**config.mk**
```make
export PLATFORM = sky130hd
export DESIGN_NAME = v_addsub_pipe
export DESIGN_NICKNAME = d
export VERILOG_FILES = /design/src/rtl/v_addsub_pipe.sv
export SDC_FILE = /design/constraint.sdc
export NUM_CORES = 1
export LEC_CHECK = 0
export BUFFER_PORTS_ARGS = -buffer_cell sky130_fd_sc_hd__buf_2
export CAP_MARGIN = 15
export CORE_MARGIN = 4
export CORE_UTILIZATION = 35
export CTS_CLUSTER_SIZE = 25
export DETAILED_ROUTE_END_ITERATION = 12
export PLACE_DENSITY = 0.66
export SLEW_MARGIN = 20
export SYNTH_ARGS = -nofsm -noshare
export SYNTH_HDL_FRONTEND = slang
export SYNTH_SLANG_ARGS = --single-unit
```
**constraint.sdc**
```tcl
create_clock -name C -period 1.56 [get_ports C]
set_input_delay 0.156 -clock C [delete_from_list [all_inputs] [get_ports C]]
set_output_delay 0.156 -clock C [all_outputs]
set_load 0.005 [all_outputs]
```
**src/rtl/v_addsub_pipe.sv**
```systemverilog
// Pipelined unsigned adder/subtractor. The WIDTH-bit carry chain is cut into
// STAGES equal segments; stage k sums segment k with the carry registered by
// stage k-1, while the still-pending upper operand bits ride along in delay
// registers and the finished low segments are carried forward unchanged.
//
// Handshake: a beat moves on an edge where its VALID and READY are both high.
// Stage k may load whenever it is empty or stage k+1 is taking its beat, so
// ready ripples combinationally back from OUT_READY to IN_READY and bubbles
// collapse. A presented output beat holds RES/CO stable until OUT_READY=1.
module v_addsub_pipe #(
   parameter int unsigned WIDTH    = 16,
   parameter int unsigned STAGES   = 4,
   parameter bit          SATURATE = 1'b0
) (
   input  logic             C,
   input  logic             CLR_N,
   input  logic             IN_VALID,
   output logic             IN_READY,
   input  logic [WIDTH-1:0] A,
   input  logic [WIDTH-1:0] B,
   input  logic             ADDSUB,
   output logic             OUT_VALID,
   input  logic             OUT_READY,
   output logic [WIDTH-1:0] RES,
   output logic             CO
);
   localparam int unsigned SEG = WIDTH / STAGES;

   logic [STAGES-1:0] vld;
   logic [STAGES:0]   rdy;
   logic              top_c;
   logic              top_sub;
   logic              co_w;
   logic [WIDTH-1:0]  top_s;

   // Ready ripples back from OUT_READY; an empty stage can always load.
   always_comb begin
      rdy         = '0;
      rdy[STAGES] = OUT_READY;
      for (int k = int'(STAGES) - 1; k >= 0; k--) begin
         rdy[k] = ~vld[k] | rdy[k+1];
      end
   end

   for (genvar k = 0; k < STAGES; k++) begin : g_st
      // Operand bits not yet summed when a beat enters this stage.
      localparam int unsigned REM = WIDTH - k * SEG;

      logic                 v_in;
      logic                 sub_in;
      logic                 c_in;
      logic [REM-1:0]       a_in;
      logic [REM-1:0]       b_in;
      logic [SEG:0]         seg_sum;
      logic [(k+1)*SEG-1:0] s_d;
      logic                 v_q;
      logic                 sub_q;
      logic                 c_q;
      logic [(k+1)*SEG-1:0] s_q;

      if (k == 0) begin : g_src
         // Subtraction is A + ~B + 1: invert B here and feed ADDSUB as carry-in.
         assign v_in   = IN_VALID;
         assign sub_in = ADDSUB;
         assign c_in   = ADDSUB;
         assign a_in   = A;
         assign b_in   = B ^ {WIDTH{ADDSUB}};
         assign s_d    = seg_sum[SEG-1:0];
      end else begin : g_src
         assign v_in   = g_st[k-1].v_q;
         assign sub_in = g_st[k-1].sub_q;
         assign c_in   = g_st[k-1].c_q;
         assign a_in   = g_st[k-1].g_ops.a_q;
         assign b_in   = g_st[k-1].g_ops.b_q;
         assign s_d    = {seg_sum[SEG-1:0], g_st[k-1].s_q};
      end

      assign seg_sum = {1'b0, a_in[SEG-1:0]} + {1'b0, b_in[SEG-1:0]} + {{SEG{1'b0}}, c_in};
      assign vld[k]  = v_q;

      // Stage register: partial sum, segment carry-out and op select advance together.
      always_ff @(posedge C or negedge CLR_N) begin
         if (!CLR_N) begin
            v_q   <= 1'b0;
            sub_q <= 1'b0;
            c_q   <= 1'b0;
            s_q   <= '0;
         end else if (rdy[k]) begin
            v_q <= v_in;
            if (v_in) begin
               sub_q <= sub_in;
               c_q   <= seg_sum[SEG];
               s_q   <= s_d;
            end
         end
      end

      if (REM > SEG) begin : g_ops
         logic [REM-SEG-1:0] a_q;
         logic [REM-SEG-1:0] b_q;

         // Delay registers for the operand bits that later segments still need.
         always_ff @(posedge C or negedge CLR_N) begin
            if (!CLR_N) begin
               a_q <= '0;
               b_q <= '0;
            end else if (rdy[k] && v_in) begin
               a_q <= a_in[REM-1:SEG];
               b_q <= b_in[REM-1:SEG];
            end
         end
      end
   end

   assign top_c     = g_st[STAGES-1].c_q;
   assign top_sub   = g_st[STAGES-1].sub_q;
   assign top_s     = g_st[STAGES-1].s_q;
   assign IN_READY  = rdy[0];
   assign OUT_VALID = vld[STAGES-1];

   // For subtraction a missing carry out of the top segment means a borrow.
   assign co_w = top_sub ? ~top_c : top_c;
   assign CO   = co_w;

   // Optional clamp toward the overflowed end: all-ones on add carry, zero on borrow.
   always_comb begin
      RES = top_s;
      if (SATURATE && co_w) begin
         RES = top_sub ? {WIDTH{1'b0}} : {WIDTH{1'b1}};
      end
   end

endmodule

```
After elaboration in Yosys (flattened, before gate mapping)
Index checks and enable logic that the tools add are counted.
{"block": "op_classes", "bitwise_logic": 10, "muxes": 1, "add_sub_neg": 8, "reduce_logical": 7}
{"cell": "adder 4 x 4 -> 5 bit", "count": 4}
{"cell": "adder 5 x 1 -> 5 bit", "count": 4}
{"cell": "XOR 16 bit", "count": 1}
{"cell": "AND reduction 2 bit", "count": 4}
{"cell": "inverter 1 bit", "count": 5}
{"cell": "OR 1 bit", "count": 4}
{"cell": "logical AND 1 bit", "count": 3}
{"cell": "two-way mux 1 bit", "count": 1}
{"block": "word_totals", "word_cells": 48, "register_bits": 100, "out_inout_bits": 19}

Logic depth before layout (Yosys ltp)
Gate-level depths: netlist of the first run.
{"block": "logic_depth", "word_depth": 6, "ltp_mapped": 8}

Least setup slack after synthesis of the first run
OpenSTA, ideal clock, no wires.
{"block": "synth_path", "path_type": "input to register", "from": "input ADDSUB", "to": "register g_st[0].s_q[3]", "arrival_ps": 1658, "cell_stages": 8, "required_ps": 1435, "path_buffers": 2, "setup_slack_ps": -223, "path_cell_list": "buf_6 buf_2 xor2_1 ha_1 a21o_1 a31oi_4 xnor2_1 mux2_2"}
{"block": "synth_between", "elab_chain_cells": 3}
{"element": "start, declared", "line": "21", "rtl": "input logic ADDSUB,"}
{"element": "XOR 16 bit", "line": "67", "rtl": "assign b_in = B ^ {WIDTH{ADDSUB}};"}
{"element": "adder 4 x 4 -> 5 bit", "line": "78", "rtl": "assign seg_sum = {1'b0, a_in[SEG-1:0]} + {1'b0, b_in[SEG-1:0]} + {{SEG{1'b0}}, c_in};"}
{"element": "adder 5 x 1 -> 5 bit (*)", "line": "78"}
{"element": "end signal, assigned", "line": "87", "rtl": "s_q <= '0;"}
{"element": "end signal, assigned", "line": "93", "rtl": "s_q <= s_d;"}
{"element": "end, declared", "line": "59", "rtl": "logic [(k+1)*SEG-1:0] s_q;"}
Mark *: on every way between the ends. The rest lies on a longest branch, timed or not.
A chain may end at the register's enable or synchronous reset.

Worst setup path in the final report of the first run
{"block": "layout_path", "from": "register g_st[1].g_ops.b_q[0]", "to": "register g_st[2].c_q"}
{"block": "layout_between", "elab_chain_cells": 2}
{"element": "start, declared", "line": "100", "rtl": "logic [REM-SEG-1:0] b_q;"}
{"element": "start signal, assigned", "line": "109", "rtl": "b_q <= b_in[REM-1:SEG];"}
{"element": "adder 4 x 4 -> 5 bit", "line": "78"}
{"element": "adder 5 x 1 -> 5 bit", "line": "78"}
{"element": "end signal, assigned", "line": "92", "rtl": "c_q <= seg_sum[SEG];"}
{"element": "end, declared", "line": "58", "rtl": "logic c_q;"}
No other way between the ends.

==> impl_metrics.py, run 1 <==
metrics = {
    "outcome": {
        "status": "complete, but fails checks",
        "violations": "negative setup slack",
    },
    "global_route": {
        "grt_pass1_vias": 2660,
        "grt_pass1_wl_um": 12900,
        "grt_antenna_before_repair": 0,
        "grt_max_degree": 101,
        "track_usage_pct": 11.4,
        "overflow": 0,
    },
    "critical_path": {
        "cpMostUsedCell": "fa_2",
        "worstPathCellList": "fa_2 > fa_2 > a21o_1 > a21oi_2 > o21ai_1",
        "worst_setup_path_end_kind": "flip-flop",
        "cp_max_fo": 2,
        "required_ns": 1.78,
        "start_kind": "flip-flop",
        "crit_slowest_cell": "fa_2",
        "critPathArrivalTime_ns": 1.88,
        "worstSetupPathType": "flip-flop to flip-flop",
        "cp_slowest_stage_delay_ns": 0.42,
    },
    "sta": {
        "fin_skew_ns": 0.00646,
        "tightest_slew_ns": 0.536,
        "holdWs_ns": 0.0509,
        "fin_ws_ns": -0.100,
        "timing.fmax_ghz": 0.602,
        "drv_slew": 0,
        "hold_viol": 0,
        "period_share_pct": 106,
        "grt_setup_unrepaired": "true",
        "setup_viol": 4,
        "final.min_clock_period_ns": 1.66,
        "setup_tns_ns": -0.251,
        "max-slew-margin-rel_pct": 64.3,
    },
    "floorplanning": {
        "start_util_pct": 35.9,
        "die_area_sq_um": 14300,
        "num_rows": 40,
        "io-pin-count": 56,
        "die_h_um": 119,
        "die_w_um": 119,
        "core_area_sq_um": 12100,
    },
    "cells_and_area": {
        "area_growth_pct": 27.2,
        "final_cell_area_sq_um": 5530,
        "layout-drive-gt1-share_pct": 48.0,
        "fin_nets": 452,
        "final_util_pct": 45.7,
        "diodes": 0,
    },
    "yosys": {
        "ys_seq_area_share_pct": 57.5,
        "synth_fp_nets": 373,
        "syn-cell-area_sq_um": 4350,
        "yosysWarnings": 0,
        "avgSynthCellArea_sq_um": 13.7,
        "ys_ff_latch": 100,
        "synth_cells": 317,
        "synth.distinct_cells": 21,
    },
    "power_and_ir_drop": {
        "clkPwrFrac_pct": 24.9,
        "intPower_w": 0.00639,
        "p_comb_share_pct": 30.3,
        "p_sw_share_pct": 28.5,
        "vdd_drop_max_mv": 0.609,
        "p_switching_w": 0.00255,
        "power.density_nw_per_um2": 1620,
        "seq_power_share_pct": 44.8,
        "leakage_nw": 2.57,
    },
    "place": {
        "io_buffers": 55,
        "hpwl_um": 5280,
        "routabilityCongestion": 0.692,
        "preCtsSetupSlack_ns": -0.120,
        "placed_cell_area_sq_um": 4940,
    },
    "detailed_routing": {
        "routed-via-count": 2574,
        "viasPerCell": 4.53,
        "dr.pass1.iters": 4,
        "drt-total-wl_um": 8170,
        "wire_per_inst_um": 14.4,
        "drc": 0,
        "first_iter_violations": 75,
        "drtAntennaViolNets": 0,
    },
    "cts": {
        "clk_pin_slew_ns": 0.07,
        "cts_tree": "yes",
        "clock_sinks": 100,
        "clock_tree.root_cell": "clkbuf_16",
        "cts_buffer_depth": 2,
        "cts_buffers": 9,
        "clk_latency_ns": 0.34,
        "htree_levels": 3,
    },
    "flow_run": {
        "maxCapViolCount": 0,
    },
    "hold_path": {
        "hold_class": "primary input to flip-flop",
    },
}
## cell usage in the layout (no fill, tap or decap), types with 2 or more instances in the layout
master and n:
dfrtp_1 100, mux2_2 58, buf_2 53, nand2_1 23
xnor2_1 15, buf_4 15, mux2_4 13, clkbuf_16 13
ha_1 12, o21ai_0 11, o21ai_1 11, xor2_1 10
a21o_1 8, inv_1 7, a21oi_2 6, fa_2 6
buf_12 6, nand2_2 5, nand2b_1 4, o21ai_2 3
inv_2 2, a21oi_1 2, clkbuf_8 2, clkinv_2 2
buf_6 2
## critical path: cells and delay by family, from the launching register on
family          cells  cell delay, ns
flops               1            0.40
compound gates      3            0.37
fa+ha+maj           2            0.77
## cell families (layout without fill, tap and decap cells)
group / count (synthesis) / count (layout) / share of synthesized area (%)
mux: 71 / 71 / 18.5
buf+inv: 22 / 105 / 2.56
fa+ha+maj: 19 / 19 / 6.67
flops: 100 / 100 / 57.5
compound gates: 43 / 43 / 6.04
simple gates: 37 / 37 / 3.68
xor+xnor: 25 / 25 / 5.03
## final timing paths
path                                            from                    to  slack (ns)  cells past startpoint
worst max-delay path            g_st[1].g_ops.b_q[0]           g_st[2].c_q       -0.10                      5
worst min-delay path                            A[6]  g_st[0].g_ops.a_q[2]        0.05                      2
worst max register to register  g_st[1].g_ops.b_q[0]           g_st[2].c_q       -0.10                      5
worst min register to register               RES[15]               RES[15]        0.47                      2
max in group asynchronous                      CLR_N  g_st[0].g_ops.a_q[4]        0.75                      3
min in group asynchronous                      CLR_N  g_st[0].g_ops.a_q[1]        0.36                      3
## registers in the layout (all words and copies together) (netlist names)
register	cells
RES	16
g_st.g_ops.b_q	24
g_st.s_q	24
g_st.g_ops.a_q	24
OUT_VALID	1
g_st.sub_q	4
g_st.c_q	4
g_st.v_q	3
## power groups by stage
stage	registers (W)	clock network (W)	logic, W
2_1_floorplan	0.00391	0	0.00167
3_3_place_gp	0.00403	0	0.00236
3_5_place_dp	0.00406	0	0.00244
4_1_cts	0.00402	0.00230	0.00252
5_1_grt	0.00412	0.00240	0.00305
6_report	0.00400	0.00222	0.00271
## synth_stat cells
cell,number,area (sq um)
ha_1,12,150
dfrtp_1,100,2500
buf_6,2,22.5
nand2b_1,4,25.0
nand3b_1,1,7.51
a21o_1,8,60.1
a21oi_1,8,40.0
o21ai_0,25,125
mux2_4,1,15.0
xnor2_1,15,131
nand2_1,29,109
fa_1,7,140
mux2_2,70,788
a31oi_4,1,21.3
inv_1,9,33.8
buf_2,11,55.1
o21ai_4,1,16.3
or2_2,1,6.26
nor2_1,1,3.75
nand4b_1,1,8.76
xor2_1,10,87.6
## timing repair
| item | in CTS | in global routing |
|---|---|---|
| hold endpoints to repair | 100 | 0 |
| pin swaps | 7 | 15 |
| buffers inserted | 2 | 4 |
| endpoints found under the setup margin | 20 | 35 |
| cloned | 0 | 4 |
| hold buffers | 1 | 0 |
| gates resized for setup | 12 | 40 |
## metrics by stage
step | std cells | total power, W
finish | 568 | 0.00894
detailed placement | 542 | 0.00651
global placement | 542 | 0.00639
CTS | 560 | 0.00883
global route | 568 | 0.00957
floorplan | 317 | 0.00558
## cell type report
| type | instances | area [sq um] |
|---|---|---|
| Clock buffer | 11 | 253 |
| Clock inverter | 4 | 48.8 |
| Fill cell | 1109 | 6580 |
| Inverter | 9 | 33.8 |
| Multi-Input combinational cell | 195 | 1850 |
| Sequential cell | 100 | 2500 |
| Tap cell | 168 | 210 |
| Timing Repair Buffer | 81 | 631 |
## metal layers
layer | part of all wire, % | wire length, um | GRT usage [%] | up-vias
met3 | 2.8 | 230 | 2.85 | 9
met4 | 1.8 | 143 | 5.15 | 0
li1 | - | - | - | 1236
met2 | 49 | 4020 | 17.8 | 37
met1 | 46 | 3780 | 14.8 | 1292
met5 | 0 | 0 | 0 | -
Power figures use the tool's default switching activity.
==> inputs of run 2 (changes only) <==
BUFFER_PORTS_ARGS = default   (was -buffer_cell sky130_fd_sc_hd__buf_2)
DONT_BUFFER_PORTS = 1   (was default)
PLACE_DENSITY = 0.62   (was 0.66)
==> impl_metrics.py, run 2 (synthesized netlist as in run 1, its figures left out) <==
metrics = {
    "outcome": {
        "status": "complete, but fails checks",
        "violations": "negative hold slack, negative setup slack",
    },
    "detailed_routing": {
        "dr.pass1.iters": 4,
        "routed-via-count": 2452,
        "viasPerCell": 4.64,
        "drt-total-wl_um": 8480,
        "wire_per_inst_um": 16.0,
        "drc": 0,
        "first_iter_violations": 129,
        "drtAntennaViolNets": 0,
    },
    "cts": {
        "htree_levels": 3,
        "clock_sinks": 100,
        "cts_hold_buffers": 17,
        "cts_buffers": 9,
        "cts_buffer_depth": 2,
        "clk_pin_slew_ns": 0.07,
        "clk_latency_ns": 0.34,
        "cts_tree": "yes",
        "clock_tree.root_cell": "clkbuf_16",
    },
    "cells_and_area": {
        "area_growth_pct": 23.7,
        "fin_cells": 529,
        "fillCellCount": 1151,
        "diodes": 0,
        "fin_nets": 412,
        "layout-drive-gt1-share_pct": 36.0,
        "top_regs": "g_st.g_ops.a_q x24, g_st.g_ops.b_q x24, g_st.s_q x24",
        "final_common_cell": "dfrtp_1",
        "final_cell_mix": "dfrtp_1 (100), mux2_2 (55), nand2_1 (29), dlygate4sd3_1 (17), mux2_4 (16)",
    },
    "critical_path": {
        "required_ns": 1.78,
        "worstSetupPathType": "flip-flop to flip-flop",
        "critPathArrivalTime_ns": 1.91,
        "start_kind": "flip-flop",
        "cp_max_fo": 2,
        "worst_setup_path_end_kind": "flip-flop",
    },
    "sta": {
        "timing.fmax_ghz": 0.591,
        "fin_skew_ns": 0.00627,
        "setup_viol": 3,
        "hold_viol": 100,
        "setup_tns_ns": -0.258,
        "grt_setup_unrepaired": "true",
        "final.min_clock_period_ns": 1.69,
        "fin_ws_ns": -0.131,
        "drv_slew": 0,
        "max-slew-margin-rel_pct": 83.8,
        "tightest_slew_ns": 0.243,
        "holdWs_ns": -0.490,
        "period_share_pct": 108,
    },
    "global_route": {
        "grt_pass1_vias": 2612,
        "overflow": 0,
        "grt_pass1_wl_um": 12800,
        "track_usage_pct": 11.4,
        "grt_antenna_before_repair": 0,
        "grt_max_degree": 101,
    },
    "power_and_ir_drop": {
        "power.density_nw_per_um2": 1640,
        "finalPower_w": 0.00882,
        "leakage_nw": 2.40,
        "vdd_drop_max_mv": 0.518,
    },
    "place": {
        "routabilityCongestion": 0.737,
        "io_buffers": 0,
        "dpl.cell_count": 482,
        "hpwl_um": 4830,
    },
    "floorplanning": {
        "die_w_um": 119,
        "core_area_sq_um": 12100,
        "start_util_pct": 35.9,
        "die_area_sq_um": 14300,
        "num_rows": 40,
        "die_h_um": 119,
        "io-pin-count": 56,
    },
    "hold_path": {
        "hold_class": "primary input to asynchronous set/reset pin",
    },
    "flow_run": {
        "maxCapViolCount": 0,
    },
}
==> run 2: changes by cell type in the layout (fill, tap and decap cells not counted), sizes merged <==
| cell | change |
|---|---|
| buf | -55 |
| bufinv | +1 |
| clkinvlp | +2 |
| dlygate4sd3 | +16 |
| clkbuf | -2 |
| clkinv | -1 |
==> run 2: power breakdown <==
part	internal, W	leakage, nW	switching, W
combinational	0.00145	1.06	0.000980
sequential	0.00349	1.19	0.000553
clock	0.00141	0.149	0.000945
==> run 2: worst max-delay path: stages, from the launching register on <==
cell     delay (ns)
dfrtp_1        0.40
fa_2           0.43
fa_2           0.35
a21o_1         0.19
a21oi_2        0.15
o21ai_1        0.07
==> run 2: final timing paths <==
kind                                 startpoint              endpoint  slack, ns  cells after the start
setup / recovery           g_st[1].g_ops.b_q[0]           g_st[2].c_q      -0.13                      5
hold / removal                            CLR_N                RES[9]      -0.49                      0
setup reg to reg           g_st[1].g_ops.b_q[0]           g_st[2].c_q      -0.13                      5
hold reg to reg                  g_st[1].s_q[5]        g_st[1].s_q[5]       0.48                      2
max in group asynchronous                 CLR_N                RES[0]       1.87                      0
min in group C                           ADDSUB  g_st[0].g_ops.b_q[0]       0.01                      2
==> run 2: routing by layer <==
layer	global-route usage (%)	part of all wire [%]	up-vias
li1	-	-	1162
met2	18.8	50	38
met4	4.80	1.5	0
met5	0	0	-
met3	3.28	3.7	10
met1	14.1	45	1242
==> run 2: through the flow <==
stage	util, %	hold slack, ns	setup slack (ns)	cell area, sq um
5_1_grt	44.4	-0.510	-0.176	5380
6_report	44.4	-0.490	-0.131	5380
2_1_floorplan	-	-0.140	-0.131	4380
3_5_place_dp	38.1	-0.137	-0.116	4620
3_3_place_gp	38.1	-0.137	-0.0946	4620
4_1_cts	42.2	-0.505	-0.123	5110
==> run 2: cell type report <==
| type | instances | area [sq um] | share of cell area [%] |
|---|---|---|---|
| multi-input cells | 195 | 1850 | 34.3 |
| repair buffers | 41 | 469 | 8.72 |
| inverters | 9 | 33.8 | 0.628 |
| clock inverters | 6 | 88.8 | 1.65 |
| flip-flops and latches | 100 | 2500 | 46.5 |
| well taps | 168 | 210 | 3.91 |
| clock buffers | 10 | 229 | 4.26 |
==> run 2: what timing repair did <==
action | CTS | global route
resized for setup | 9 | 30
hold endpoints to repair | 117 | 100
buffers inserted | 0 | 10
pin swaps | 6 | 9
setup endpoints to repair | 8 | 39
cloned | 0 | 4
